==> config.mk <==
export PLATFORM = sky130hd
export DESIGN_NAME = issue_arbiter
export DESIGN_NICKNAME = d
export VERILOG_FILES = /design/src/rtl/issue_arbiter.sv
export SDC_FILE = /design/constraint.sdc
export NUM_CORES = 1
export LEC_CHECK = 0
export BUFFER_PORTS_ARGS = -buffer_cell sky130_fd_sc_hd__buf_2
export CORE_UTILIZATION = 25
export CTS_CLUSTER_DIAMETER = 100
export DETAILED_ROUTE_END_ITERATION = 6
export GPL_ROUTABILITY_DRIVEN = 0
export PLACE_DENSITY_LB_ADDON = 0.05
export SLEW_MARGIN = 20
export SYNTH_ARGS = -nofsm -noshare
export SYNTH_HDL_FRONTEND = slang
export SYNTH_SLANG_ARGS = --single-unit
==> constraint.sdc <==
create_clock -name clock -period 4.45 [get_ports clock]
set_input_delay 0.2225 -clock clock [delete_from_list [all_inputs] [get_ports clock]]
set_output_delay 0.2225 -clock clock [all_outputs]
set_load 0.1 [all_outputs]
==> src/rtl/issue_arbiter.sv <==
// rtl/issue_arbiter.sv - two-requester round-robin issue arbiter with in-flight owner tags
module issue_arbiter #(
    parameter int INSTR_W   = 16,
    parameter int DATA_W    = 16,
    parameter int TAG_DEPTH = 4
) (
    input  logic                           clock,
    input  logic                           reset_n,
    input  logic                           req0_valid,
    input  logic [INSTR_W-1:0]             req0_instr,
    output logic                           req0_ready,
    input  logic                           req1_valid,
    input  logic [INSTR_W-1:0]             req1_instr,
    output logic                           req1_ready,
    output logic                           proc_instr_valid,
    output logic [INSTR_W-1:0]             proc_instr,
    input  logic                           proc_stalled,
    input  logic                           proc_out_valid,
    input  logic [DATA_W-1:0]              proc_out_data,
    output logic                           rsp0_valid,
    output logic [DATA_W-1:0]              rsp0_data,
    output logic                           rsp1_valid,
    output logic [DATA_W-1:0]              rsp1_data,
    output logic [$clog2(TAG_DEPTH):0]     inflight,
    output logic                           err_orphan
);
    localparam int AW = $clog2(TAG_DEPTH);
    localparam int CW = AW + 1;

    logic                 rr_q, rr_d;
    logic                 piv_q, piv_d;
    logic [INSTR_W-1:0]   pi_q, pi_d;
    logic [TAG_DEPTH-1:0] tag_q, tag_d;
    logic [AW-1:0]        wr_q, wr_d, rd_q, rd_d;
    logic [CW-1:0]        cnt_q, cnt_d;
    logic                 rsp0v_q, rsp0v_d, rsp1v_q, rsp1v_d;
    logic [DATA_W-1:0]    rsp0d_q, rsp0d_d, rsp1d_q, rsp1d_d;
    logic                 err_q, err_d;

    logic can_issue, gnt_any, gnt_idx, pop, head;

    // Full is judged on the registered count, so a same-cycle pop never frees a slot early.
    always_comb begin
        can_issue = (cnt_q < CW'(TAG_DEPTH)) && (!piv_q || !proc_stalled);
        gnt_any   = can_issue && (req0_valid || req1_valid);
        gnt_idx   = (req0_valid && req1_valid) ? ~rr_q : req1_valid;
        pop       = proc_out_valid && (cnt_q != '0);
        head      = tag_q[rd_q];
    end

    assign req0_ready = gnt_any && !gnt_idx;
    assign req1_ready = gnt_any && gnt_idx;

    always_comb begin
        rr_d    = rr_q;
        pi_d    = pi_q;
        piv_d   = piv_q && proc_stalled;
        tag_d   = tag_q;
        wr_d    = wr_q;
        rd_d    = rd_q;
        cnt_d   = cnt_q;
        rsp0v_d = 1'b0;
        rsp1v_d = 1'b0;
        rsp0d_d = rsp0d_q;
        rsp1d_d = rsp1d_q;
        err_d   = err_q;

        if (gnt_any) begin
            rr_d         = gnt_idx;
            piv_d        = 1'b1;
            pi_d         = gnt_idx ? req1_instr : req0_instr;
            tag_d[wr_q]  = gnt_idx;
            wr_d         = wr_q + 1'b1;
        end

        if (pop) begin
            rd_d = rd_q + 1'b1;
            if (head) begin
                rsp1v_d = 1'b1;
                rsp1d_d = proc_out_data;
            end else begin
                rsp0v_d = 1'b1;
                rsp0d_d = proc_out_data;
            end
        end else if (proc_out_valid) begin
            err_d = 1'b1;
        end

        if (gnt_any && !pop)      cnt_d = cnt_q + CW'(1);
        else if (!gnt_any && pop) cnt_d = cnt_q - CW'(1);
    end

    always_ff @(posedge clock or negedge reset_n) begin
        if (!reset_n) begin
            rr_q    <= 1'b1;
            piv_q   <= 1'b0;
            pi_q    <= '0;
            tag_q   <= '0;
            wr_q    <= '0;
            rd_q    <= '0;
            cnt_q   <= '0;
            rsp0v_q <= 1'b0;
            rsp1v_q <= 1'b0;
            rsp0d_q <= '0;
            rsp1d_q <= '0;
            err_q   <= 1'b0;
        end else begin
            rr_q    <= rr_d;
            piv_q   <= piv_d;
            pi_q    <= pi_d;
            tag_q   <= tag_d;
            wr_q    <= wr_d;
            rd_q    <= rd_d;
            cnt_q   <= cnt_d;
            rsp0v_q <= rsp0v_d;
            rsp1v_q <= rsp1v_d;
            rsp0d_q <= rsp0d_d;
            rsp1d_q <= rsp1d_d;
            err_q   <= err_d;
        end
    end

    assign proc_instr_valid = piv_q;
    assign proc_instr       = pi_q;
    assign rsp0_valid       = rsp0v_q;
    assign rsp1_valid       = rsp1v_q;
    assign rsp0_data        = rsp0d_q;
    assign rsp1_data        = rsp1d_q;
    assign inflight         = cnt_q;
    assign err_orphan       = err_q;
endmodule

Word level (Yosys, flattened, before mapping)
Cells that the tools add are included.
- register bits: 64
- input bits: 54
- output and inout bits: 57
- logic and storage cells: 59
- $add $sub $neg: 4
- magnitude comparators: 4
- muxes and demuxes: 14
- bitwise operators: 3
- reductions and logical operators: 22
- operators with widths (operator ; count):
    $mux 16 ; 1
    $logic_and 1x1->1 ; 10
    $mux 1 ; 8
    $lt 2x3->1 const B ; 2
    $mux 3 ; 2
    $reduce_and 2->1 ; 3
    $logic_not 1->1 ; 5
    $add 2x1->2 const B ; 2
    $bwmux 4 ; 1
    $add 3x1->3 const B ; 1
    $lt 3x3->1 const B ; 1
    $not 1->1 ; 3
    $reduce_bool 3->1 ; 1
    $sub 3x1->3 const B ; 1
    $bmux 1 s2 ; 1
    $demux 1 s2 ; 1
    $ge 2x1->1 const B ; 1
    $logic_or 1x1->1 ; 2
    $reduce_bool 2->1 ; 1

Longest topological paths before layout
- depth after elaboration: 8
- depth in mapped cells: 9
- gate-level depth less buffers: 8

Worst setup path before layout
Ideal clock, no wire load.
- path kind: reg-to-output
- start point: reg cnt_q[2] (netlist: inflight[2])
- end point: out req0_ready
- data arrival time: 2.887 ns
- data required time: 4.228 ns
- path slack: 1.340 ns
- stages on the path, launching flop included: 5
- buffers on the path: 1
- cell sequence: dfrtp_1 o21bai_1 a21oi_1 buf_2 nor2b_1
- longest elaborated chain between the ends: 4
- RTL lines (item ; RTL line ; RTL):
    from (decl) ; 35 ; logic [CW-1:0] cnt_q, cnt_d;
    from (signal assigned) ; 114 ; cnt_q <= cnt_d;
    $lt 3x3->1 ; 44 ; can_issue = (cnt_q < CW'(TAG_DEPTH)) && (!piv_q || !proc_stalled);
    $logic_and 1x1->1 ; 44 ;
    $logic_and 1x1->1 ; 45 ; gnt_any = can_issue && (req0_valid || req1_valid);
    net gnt_any ; 40 ; logic can_issue, gnt_any, gnt_idx, pop, head;
    $logic_and 1x1->1 ; 51 ; assign req0_ready = gnt_any && !gnt_idx;
    to (decl) ; 11 ; output logic req0_ready,
The timed path passes the listed nets, and every way through them passes these cells.

Worst setup path in the final report
- start point: reg cnt_q[2] (netlist: inflight[2])
- end point: out req0_ready
- longest elaborated chain between the ends: 4
- RTL lines (item ; RTL line):
    $lt 3x3->1 ; 44
    $logic_and 1x1->1 ; 44
    $logic_and 1x1->1 ; 45
    $logic_and 1x1->1 ; 51
Every way passes these cells.

==> metrics.md <==
| Metric | Value |
|---|---|
| Initial antenna violation count | 0 |
| CP endpoint kind | primary output |
| # diodes | 0 |
| Min Tclk post-route | 2.22 ns |
| Avg WL per Cell | 13.6 um |
| P&R area growth vs syn | 33.1% |
| Worst skew pair latency | 0.34 ns |
| Synth cell types | 29 |
| Max-Cap Viols | 0 |
| CTS Buffer Depth | 2 |
| Post-synth top flop | dfrtp_1 |
| Syn Inst Count | 179 |
| Worst Skew | 0.00796 ns |
| Req. time, crit path | about 4.2 ns |
| Layout Utilization | 34.3% |
| Total setup buffers inserted after CTS | 0 |
| HP Class | primary input to asynchronous set/reset pin |
| Sequential cell area | 0.00160 sq mm |
| Slew headroom | 43.5% |
| Clock tree sinks | 64 |
| Post-synth top cells | dfrtp_1 (63), mux2_2 (58), mux2_4 (9) |
| Pre-CTS setup slack | between 2 and 2.5 ns |
| CTS tree | done |
| CTS Hold Bufs | 0 |
| Number of synthesized flops with an enable pin | 0 |
| Largest net degree at the start of global routing | 65 |
| Number of synthesized register bits | 64 |
| Register area share after synthesis | 57.4% |
| Leading area contributor after synthesis | dfrtp_1 |
| Antenna viol nets, final | 0 |
| Die width | 108 um |
| Slew at the pin closest to its max-slew limit | roughly 0.85 ns |
| WS Path Type | register to primary output |
| Global route overflow | 0 |
| CTS Buf Count | 9 |
| R2R depth | 9 |
| Initial drt markers | 52 |
| Die ar. | 0.0116 sq mm |
| Synth warn | 0 |
| Die H | about 110 um |
| Initial Utilization | ~26% |
| Gr usage total | 11.3% |
| Placed instance count | 425 |
| Final setup TNS | 0 ns |
| Clock slew at reported path FFs | 0.07 ns |
| R2r startpoint | inflight[2]$_DFFE_PN0P_ |
| Worst flop-to-flop path endpoint | inflight[2]$_DFFE_PN0P_ |
| CORE AREA | 0.0108 sq mm |
| Ranking of synthesized cells by area | dfrtp_1 (56%), mux2_2 (23%), mux2_4 (4.8%) |
| Syn_area_per_cell | 15.6 sq um |
| Final Max Slew Viols | 0 |
| # rows | 38 |
| Htree depth | 3 |
| Area of the multi-input gates | 0.00113 sq mm |
| # port buffers | 110 |
| Drt drc | 0 |
| Vias in the first global route | between 1.5k and 2k |
| Max Freq | 0.450 GHz |
| RSZ-0062 raised after global routing | no |
| Status | completed |
| First-pass GRT wire length | a little under 10000 um |
| Nets | ~360 |
| Share of the synthesized area in the top cell type | 56.5% |
| Final Non-Filler Cells | around 440 |
| Vias | around 1.8k |
| Drt pass-1 iters | 4 |
| WP data arrival | about 2 ns |
| Layout cells sized above 1 | 67.1% |
| Post-route setup slack | 2.23 ns |
| Post-DR vias/cell | 4.17 |
| Final setup violating endpoints | 0 |
| Syn_nets | ~240 |
| Count leader, synth | dfrtp_1 |
| I/O Pins | 111 |
| Final worst-path cycle share | between 40% and 50% |
| Ys async rst share | 100% |
| Post-DP HPWL | 4170 um |
| CTS root buffer | clkbuf_8 |
| Startpoint types | register |
| CTS resizes | 0 |
| Final wirelength | between 6000 and 7000 um |
| R2R Setup Slk | around 2.2 ns |
| Fin. Hold Viols | 0 |
| Critical path peak fanout | 21 |
| Synthesized area | 0.00279 sq mm |
| Fill cell count | 1098 |
## per-stage QoR
| step | instance area (sq um) | hold WS (ns) |
|---|---|---|
| global route | 3720 | 0.103 |
| floorplan | 2790 | -0.0731 |
| detailed placement | 3490 | 0.444 |
| global placement | 3490 | 0.440 |
| finish | 3720 | 0.0573 |
| CTS | 3710 | 0.0901 |
## cells in the final DEF, fill, tap and decap left out
master      instances
o21ba_2             1
mux4_2              1
inv_1               5
nand2_4             1
nand2_1             3
a21boi_4            1
nor2_1              1
a21oi_2             1
and3_1              1
ha_1                5
fa_1                1
buf_4               2
nor2_8              1
dfstp_2             1
dfrtp_1            63
mux2_2             58
o21ai_0             1
o21bai_1            1
mux2_1              3
nor3_1              1
buf_2             110
clkbuf_8           10
clkinv_2            3
nand3_1             5
clkinvlp_4          1
mux2_4              9
nor2b_1             1
o31a_1              1
xor2_1              2
a21o_1              1
xnor2_1             4
bufinv_16           2
## flip-flops by register name, summed over array words and instances (netlist names), 2 cells and up
| register | flops |
|---|---|
| rsp1_data | 16 |
| rd_q | 2 |
| tag_q | 4 |
| proc_instr | 16 |
| rsp0_data | 16 |
| inflight | 3 |
| wr_q | 2 |
## cell type report
type                    count  area share [%]
flip-flops and latches     64            43.1
multi-input cells         104            30.5
repair buffers            112            15.2
well taps                 140            4.71
clock buffers              10            3.70
clock inverters             6            2.22
inverters                   5           0.505
## worst max-delay path, stage by stage, from the launching register on
cell	delay, ns
dfrtp_1	0.46
o21bai_1	0.21
a21oi_2	0.11
buf_4	0.28
nor2b_1	0.16
buf_2	0.43
## per-layer routing
metal | share of wire, % | vias to the layer above | GRT usage, %
met5 | 0 | - | 0
met2 | 44 | 77 | 17.2
met3 | 7.4 | 11 | 3.15
li1 | - | 864 | -
met1 | 46 | 885 | 14.4
met4 | 2.0 | 0 | 5.87
## worst max path at each step
stage                                  from                      end  slack (ns)  depth (start not counted)
global placement    inflight[2]$_DFFE_PN0P_  inflight[2]$_DFFE_PN0P_        2.27                          9
CTS                        rr_q$_DFFE_PN1P_               req1_ready        1.97                          3
global route        inflight[2]$_DFFE_PN0P_  inflight[2]$_DFFE_PN0P_        2.07                          9
floorplan           inflight[2]$_DFFE_PN0P_               req0_ready        1.34                          4
detailed placement  inflight[2]$_DFFE_PN0P_  inflight[2]$_DFFE_PN0P_        2.23                          9
finish              inflight[2]$_DFFE_PN0P_               req0_ready        2.23                          5
## kinds of logic after synthesis
family,synth area share [%]
buffers and inverters,2.51
adders and majority gates,2.96
and+or+nand+nor,3.18
xor gates and xnor gates,1.88
muxes,30.2
AOI/OAI and AO/OA,1.84
DFF,57.4
Power is not shown: default switching activity piles up to over one toggle a cycle in this logic, so the estimate is an artifact.
